File: src/rtl/dp_ram_pkg.sv
// Shared types and default widths for the dual-port RAM march BIST.
package dp_ram_pkg;

    localparam int unsigned ADDR_WIDTH_DEF = 8;
    localparam int unsigned DATA_WIDTH_DEF = 32;
    localparam int unsigned FAIL_CNT_WIDTH = 16;

    typedef enum logic [2:0] {
        IDLE,
        M0_WR,
        M1_RW,
        M2_RW,
        M3_RD,
        DRAIN,
        DONE
    } bist_state_e;

endpackage

File: src/rtl/dp_ram_bist_cmp.sv
// Registered read-data compare with first-failure capture and a saturating mismatch counter.
module dp_ram_bist_cmp
    import dp_ram_pkg::*;
#(
    parameter int unsigned ADDR_WIDTH = ADDR_WIDTH_DEF,
    parameter int unsigned DATA_WIDTH = DATA_WIDTH_DEF
) (
    input  logic                      clk_in,
    input  logic                      rst_n_in,
    input  logic                      i_clear,
    input  logic                      i_rd_en,
    input  logic [ADDR_WIDTH-1:0]     i_rd_addr,
    input  logic [DATA_WIDTH-1:0]     i_expected,
    input  logic [DATA_WIDTH-1:0]     i_rd_data,
    output logic [FAIL_CNT_WIDTH-1:0] o_fail_count,
    output logic [ADDR_WIDTH-1:0]     o_fail_addr,
    output logic [DATA_WIDTH-1:0]     o_fail_expected,
    output logic [DATA_WIDTH-1:0]     o_fail_data
);

    logic                      r_vld;
    logic [ADDR_WIDTH-1:0]     r_addr;
    logic [DATA_WIDTH-1:0]     r_exp;
    logic [FAIL_CNT_WIDTH-1:0] r_fail_count;
    logic [ADDR_WIDTH-1:0]     r_fail_addr;
    logic [DATA_WIDTH-1:0]     r_fail_expected;
    logic [DATA_WIDTH-1:0]     r_fail_data;
    logic                      w_mismatch;

    assign w_mismatch = r_vld && (i_rd_data != r_exp);

    // A zero count means no failure has been captured yet this run; the count never wraps back to zero.
    always_ff @(posedge clk_in or negedge rst_n_in) begin
        if (!rst_n_in) begin
            r_vld           <= 1'b0;
            r_addr          <= '0;
            r_exp           <= '0;
            r_fail_count    <= '0;
            r_fail_addr     <= '0;
            r_fail_expected <= '0;
            r_fail_data     <= '0;
        end else if (i_clear) begin
            r_vld           <= 1'b0;
            r_fail_count    <= '0;
            r_fail_addr     <= '0;
            r_fail_expected <= '0;
            r_fail_data     <= '0;
        end else begin
            r_vld <= i_rd_en;
            if (i_rd_en) begin
                r_addr <= i_rd_addr;
                r_exp  <= i_expected;
            end
            if (w_mismatch) begin
                if (r_fail_count != '1) begin
                    r_fail_count <= r_fail_count + FAIL_CNT_WIDTH'(1);
                end
                if (r_fail_count == '0) begin
                    r_fail_addr     <= r_addr;
                    r_fail_expected <= r_exp;
                    r_fail_data     <= i_rd_data;
                end
            end
        end
    end

    assign o_fail_count    = r_fail_count;
    assign o_fail_addr     = r_fail_addr;
    assign o_fail_expected = r_fail_expected;
    assign o_fail_data     = r_fail_data;

endmodule

File: src/rtl/dp_ram_bist_ctrl.sv
// March BIST controller for a dual-port RAM: four march elements, then a drain cycle and a done pulse.
module dp_ram_bist_ctrl
    import dp_ram_pkg::*;
#(
    parameter int unsigned ADDR_WIDTH = ADDR_WIDTH_DEF,
    parameter int unsigned DATA_WIDTH = DATA_WIDTH_DEF
) (
    input  logic                      clk_in,
    input  logic                      rst_n_in,
    input  logic                      start,
    input  logic [DATA_WIDTH-1:0]     pattern,
    output logic                      mem_wr_en,
    output logic [ADDR_WIDTH-1:0]     mem_wr_addr,
    output logic [DATA_WIDTH-1:0]     mem_wr_data,
    output logic                      mem_rd_en,
    output logic [ADDR_WIDTH-1:0]     mem_rd_addr,
    input  logic [DATA_WIDTH-1:0]     mem_rd_data,
    output logic                      busy,
    output logic                      done,
    output logic                      pass,
    output logic [FAIL_CNT_WIDTH-1:0] fail_count,
    output logic [ADDR_WIDTH-1:0]     fail_addr,
    output logic [DATA_WIDTH-1:0]     fail_expected,
    output logic [DATA_WIDTH-1:0]     fail_data
);

    localparam logic [ADDR_WIDTH-1:0] ADDR_MAX = '1;

    bist_state_e           r_state, w_state_nxt;
    logic [ADDR_WIDTH-1:0] r_addr, w_addr_nxt;
    logic [DATA_WIDTH-1:0] r_pat, w_pat_nxt;
    logic                  r_wr_en, w_wr_en;
    logic [ADDR_WIDTH-1:0] r_wr_addr, w_wr_addr;
    logic [DATA_WIDTH-1:0] r_wr_data, w_wr_data;
    logic                  r_rd_en, w_rd_en;
    logic [ADDR_WIDTH-1:0] r_rd_addr, w_rd_addr;
    logic [DATA_WIDTH-1:0] r_expected, w_expected;
    logic                  r_busy, w_busy;
    logic                  r_done, w_done;
    logic                  r_pass, w_pass;
    logic                  w_clear;

    always_ff @(posedge clk_in or negedge rst_n_in) begin
        if (!rst_n_in) begin
            r_state    <= IDLE;
            r_addr     <= '0;
            r_pat      <= '0;
            r_wr_en    <= 1'b0;
            r_wr_addr  <= '0;
            r_wr_data  <= '0;
            r_rd_en    <= 1'b0;
            r_rd_addr  <= '0;
            r_expected <= '0;
            r_busy     <= 1'b0;
            r_done     <= 1'b0;
            r_pass     <= 1'b0;
        end else begin
            r_state    <= w_state_nxt;
            r_addr     <= w_addr_nxt;
            r_pat      <= w_pat_nxt;
            r_wr_en    <= w_wr_en;
            r_wr_addr  <= w_wr_addr;
            r_wr_data  <= w_wr_data;
            r_rd_en    <= w_rd_en;
            r_rd_addr  <= w_rd_addr;
            r_expected <= w_expected;
            r_busy     <= w_busy;
            r_done     <= w_done;
            r_pass     <= w_pass;
        end
    end

    // Next state/address, then the RAM command for the next cycle decoded from them so outputs stay registered.
    always_comb begin
        w_state_nxt = r_state;
        w_addr_nxt  = r_addr;
        w_pat_nxt   = r_pat;
        w_pass      = r_pass;
        w_clear     = 1'b0;
        w_wr_en     = 1'b0;
        w_wr_addr   = r_wr_addr;
        w_wr_data   = r_wr_data;
        w_rd_en     = 1'b0;
        w_rd_addr   = r_rd_addr;
        w_expected  = r_expected;

        unique case (r_state)
            IDLE: begin
                if (start) begin
                    w_state_nxt = M0_WR;
                    w_addr_nxt  = '0;
                    w_pat_nxt   = pattern;
                    w_pass      = 1'b0;
                    w_clear     = 1'b1;
                end
            end
            M0_WR: begin
                if (r_addr == ADDR_MAX) begin
                    w_state_nxt = M1_RW;
                    w_addr_nxt  = '0;
                end else begin
                    w_addr_nxt = r_addr + ADDR_WIDTH'(1);
                end
            end
            M1_RW: begin
                if (r_addr == ADDR_MAX) begin
                    w_state_nxt = M2_RW;
                    w_addr_nxt  = ADDR_MAX;
                end else begin
                    w_addr_nxt = r_addr + ADDR_WIDTH'(1);
                end
            end
            M2_RW: begin
                if (r_addr == '0) begin
                    w_state_nxt = M3_RD;
                    w_addr_nxt  = '0;
                end else begin
                    w_addr_nxt = r_addr - ADDR_WIDTH'(1);
                end
            end
            M3_RD: begin
                if (r_addr == ADDR_MAX) begin
                    w_state_nxt = DRAIN;
                end else begin
                    w_addr_nxt = r_addr + ADDR_WIDTH'(1);
                end
            end
            DRAIN: w_state_nxt = DONE;
            DONE: begin
                w_state_nxt = IDLE;
                w_pass      = (fail_count == '0);
            end
            default: w_state_nxt = IDLE;
        endcase

        unique case (w_state_nxt)
            M0_WR: begin
                w_wr_en   = 1'b1;
                w_wr_addr = w_addr_nxt;
                w_wr_data = w_pat_nxt;
            end
            M1_RW, M2_RW: begin
                w_wr_en    = 1'b1;
                w_wr_addr  = w_addr_nxt;
                w_wr_data  = (w_state_nxt == M1_RW) ? ~w_pat_nxt : w_pat_nxt;
                w_rd_en    = 1'b1;
                w_rd_addr  = w_addr_nxt;
                w_expected = (w_state_nxt == M1_RW) ? w_pat_nxt : ~w_pat_nxt;
            end
            M3_RD: begin
                w_rd_en    = 1'b1;
                w_rd_addr  = w_addr_nxt;
                w_expected = w_pat_nxt;
            end
            default: ;
        endcase

        w_busy = w_state_nxt inside {M0_WR, M1_RW, M2_RW, M3_RD, DRAIN};
        w_done = (w_state_nxt == DONE);
    end

    dp_ram_bist_cmp #(
        .ADDR_WIDTH (ADDR_WIDTH),
        .DATA_WIDTH (DATA_WIDTH)
    ) u_cmp (
        .clk_in          (clk_in),
        .rst_n_in        (rst_n_in),
        .i_clear         (w_clear),
        .i_rd_en         (r_rd_en),
        .i_rd_addr       (r_rd_addr),
        .i_expected      (r_expected),
        .i_rd_data       (mem_rd_data),
        .o_fail_count    (fail_count),
        .o_fail_addr     (fail_addr),
        .o_fail_expected (fail_expected),
        .o_fail_data     (fail_data)
    );

    assign mem_wr_en   = r_wr_en;
    assign mem_wr_addr = r_wr_addr;
    assign mem_wr_data = r_wr_data;
    assign mem_rd_en   = r_rd_en;
    assign mem_rd_addr = r_rd_addr;
    assign busy        = r_busy;
    assign done        = r_done;
    assign pass        = r_pass;

endmodule

File: config.mk
export PLATFORM = sky130hd
export DESIGN_NAME = dp_ram_bist_ctrl
export DESIGN_NICKNAME = d
export VERILOG_FILES = /design/src/rtl/dp_ram_pkg.sv /design/src/rtl/dp_ram_bist_cmp.sv /design/src/rtl/dp_ram_bist_ctrl.sv
export SDC_FILE = /design/constraint.sdc
export NUM_CORES = 1
export LEC_CHECK = 0
export BUFFER_PORTS_ARGS = -buffer_cell sky130_fd_sc_hd__buf_2
export CORE_UTILIZATION = 33
export CTS_CLUSTER_DIAMETER = 200
export CTS_CLUSTER_SIZE = 24
export DETAILED_ROUTE_END_ITERATION = 8
export PLACE_DENSITY = 0.6
export SLEW_MARGIN = 20
export SYNTH_ARGS = -nofsm -noshare
export SYNTH_HDL_FRONTEND = slang
export SYNTH_SLANG_ARGS = --single-unit
File: constraint.sdc
create_clock -name clk_in -period 6.57 [get_ports clk_in]
set_input_delay 0.3285 -clock clk_in [delete_from_list [all_inputs] [get_ports clk_in]]
set_output_delay 0.3285 -clock clk_in [all_outputs]
set_load 0.05 [all_outputs]
==> impl_results.md <==
- Outcome: finished clean
- CTS Sinks: 257
- Area leader, netlist: dfrtp_1
- Postcts setup bufs: 0
- Worst setup path class: register to register
- GRT overflow: 0
- Starting Density: about a third
- Critical path endpoint category: register
- Top cells by area, synth: dfrtp_1, mux2i_1, mux2_2
- Die Area: about 37000 µm²
- Drt wl/cell: 18.4 µm
- CTS tree: built
- Crit path required time: 6.90 ns
- Clk slew on worst S/H paths: 0.10 ns
- Final design utilization: 38.7%
- Gr usage total: 17.3%
- DRT antenna net count: 0
- # port buffers: just over 200
- DP Wirelength: 21.8 mm
- Mapped Cells: 1122
- Met3 usage: 3.27%
- Final setup fails: 0
- Measured slew at the worst slew-check pin: 1.05 ns
- Sequential share of the synthesized area: a little over half
- Unique masters post-synth: between 50 and 60
- Seq cells post-synth: 257
- # DRC: 0
- Initial antenna violation count: 4
- Total negative slack: 0 ns
- Final WL: 32.1 mm
- Ratio of cells with drive above 1 in the final layout: 23.9%
- Hold/Removal Path Class: input port to register
- Worst setup SP type: register
- First DRT Iteration DRCs: 572
- Leakage: 6.65 nW
- H-tree depth: 1
- Area growth, synth to finish: 15.3%
- Max incr delay on CP: 0.89 ns
- Peak Freq: approximately 300 MHz
- Post-synth top area share: about 54%
- Core area: 35600 µm²
- Fillers: 3522
- Number of global-route vias before repair: 8603
- Row count: 69
- Relative slew slack: 30.3%
- Max-cap violations: 0
- Met1 Resource Use GR: between 20 and 25%
- Synth Cell Area: 11900 µm²
- Hold Startpoint: mem_rd_data[14]
- Final Hold Vio Count: 0
- Root Driver: clkbuf_16
- GR met2 Demand/Resource: 30.3%
- Ys flop type: dfrtp_1
- Synth Area per Inst: 10.6 µm²
- Final min period: 3.32 ns
- Most frequent cells in the layout: dfrtp_1, buf_2, nand2_1, o21ai_0, nand3_1
- CP startpoint: u_cmp.o_fail_count[7]$_DFFE_PN0P_
- CTS Buf Count: 14
- Die H: 192 µm
- EDFF count, synth: 0
- Via density: approximately 5.1
- Clock latency on the worst-skew pair: 0.49 ns
- Synthesis Warnings: 0
- Critical-path cell list: nor4_1 -> nand4_1 -> a211oi_4 -> buf_4 -> o21ai_0
- Synth Net Count: 1196
- Final nets: 1352
- CP max stage cell: buf_4
- Final slew viol count: 0
- Vias: 8872
- Post-CTS resize count: 0
- CP arrival: approximately 3.6 ns
- Bufs on Longest Clock Path: 3
- Chip Width: 192 µm
- First drt pass iteration count: 5
- GP Congestion: 0.803
- FFs w/ async S/R, synth: 100%
- GRT busiest layer: met2
- FF-to-FF Start: u_cmp.o_fail_count[7]$_DFFE_PN0P_
- Period utilisation layout: between 50% and 60%
- Final Skew: between 0.01 and 0.015 ns
- Unrepaired setup endpoints after global routing: false
- CP Max Fanout: 122
- Worst vdd ir: 0.220 mV
- Pin count of the biggest net entering global routing: 155
- Num ports: 208
- First-pass GRT wire length: 49.8 mm
- Commonest non-fill, non-tap cell in the layout: dfrtp_1
- Power Dens Cells: about 300 nW/µm²
## per-stage QoR
stage          worst slack, ns  cells  hold WS, ns  total power (W)  area (µm²)
3_3_place_gp              3.26   1722        0.443          0.00323       13300
6_report                  3.25   1741       0.0868          0.00415       13800
5_1_grt                   2.84   1739       0.0823          0.00437       13700
4_1_cts                   3.18   1739       0.0637          0.00421       13700
3_5_place_dp              3.17   1722        0.449          0.00325       13300
2_1_floorplan             3.87   1122       0.0329          0.00290       11900
## sequential cells by signal (all words and copies together), names as in the netlist, 3 cells and up
name,flops
mem_wr_data,32
r_expected,32
r_pat,32
u_cmp.o_fail_data,32
u_cmp.o_fail_expected,32
u_cmp.r_exp,32
u_cmp.o_fail_count,16
mem_rd_addr,8
mem_wr_addr,8
r_addr,8
u_cmp.o_fail_addr,8
u_cmp.r_addr,8
r_state,3
## synthesized netlist by cell type (17+ instances only)
cell and instances:
dfrtp_1 257, nand2_1 132, o21ai_0 118, nand3_1 80, mux2i_1 68, xnor2_1 68
mux2_2 54, inv_1 46, and3_1 43, clkbuf_1 43, a311o_1 32, buf_2 19
a21oi_1 18, nor2_1 17
## worst max-delay path, delay by kind of cell (launching register included)
family / cells / cell delay (ns)
AOI/OAI and AO/OA: 2 / 0.99
and+or+nand+nor: 2 / 0.71
DFF: 1 / 0.48
buffers and inverters: 1 / 0.89
## power by group
group	leakage, nW	internal (W)	switching (W)	total [W]
Sequential	3.42	0.00183	0.000164	0.00199
Combinational	3.05	0.000378	0.000829	0.00121
Clock	0.189	0.000414	0.000531	0.000945
## path summary, 6_finish.rpt
kind                                                         end  depth (start not counted)  slack, ns
min                            u_cmp.o_fail_data[14]$_DFFE_PN0P_                          3       0.09
min in group asynchronous             r_expected[12]$_DFFE_PN0P_                          2       0.43
max in group asynchronous             mem_rd_addr[3]$_DFFE_PN0P_                          3       4.65
min reg2reg                           mem_wr_data[4]$_DFFE_PN0P_                          2       0.49
max reg2reg                u_cmp.o_fail_expected[17]$_DFFE_PN0P_                          5       3.25
max                        u_cmp.o_fail_expected[17]$_DFFE_PN0P_                          5       3.25
## cell type report
type                    count  area (µm²)  area share (%)
diodes                      2        5.00          0.0364
clock buffers              15         375            2.73
clock inverters             1        8.76          0.0637
inverters                  49         184            1.34
multi-input cells         738        5030            36.6
flip-flops and latches    257        6430            46.8
well taps                 461         577            4.19
repair buffers            218        1140            8.32
## timing repair
item | CTS | global route
endpoints found under the setup margin | 0 | 0
hold buffers | 1 | 0
hold endpoints to repair | 103 | 0
## per-layer routing
metal / share of wire, % / wire length, µm
met1: 44 / 14100
met2: 50 / 15900
met3: 4.7 / 1500
met4: 1.6 / 521
met5: 0.14 / 44
## cell families after synthesis
logic type      count (synthesis)  share of synthesized area [%]
compound gates                206                           11.2
xor+xnor                       70                           5.14
fa+ha+maj                       7                          0.734
buf+inv                       127                           4.45
flops                         257                           53.9
mux                           122                           10.8
simple gates                  333                           13.7
Note: power is estimated with default switching activity, not from simulation.
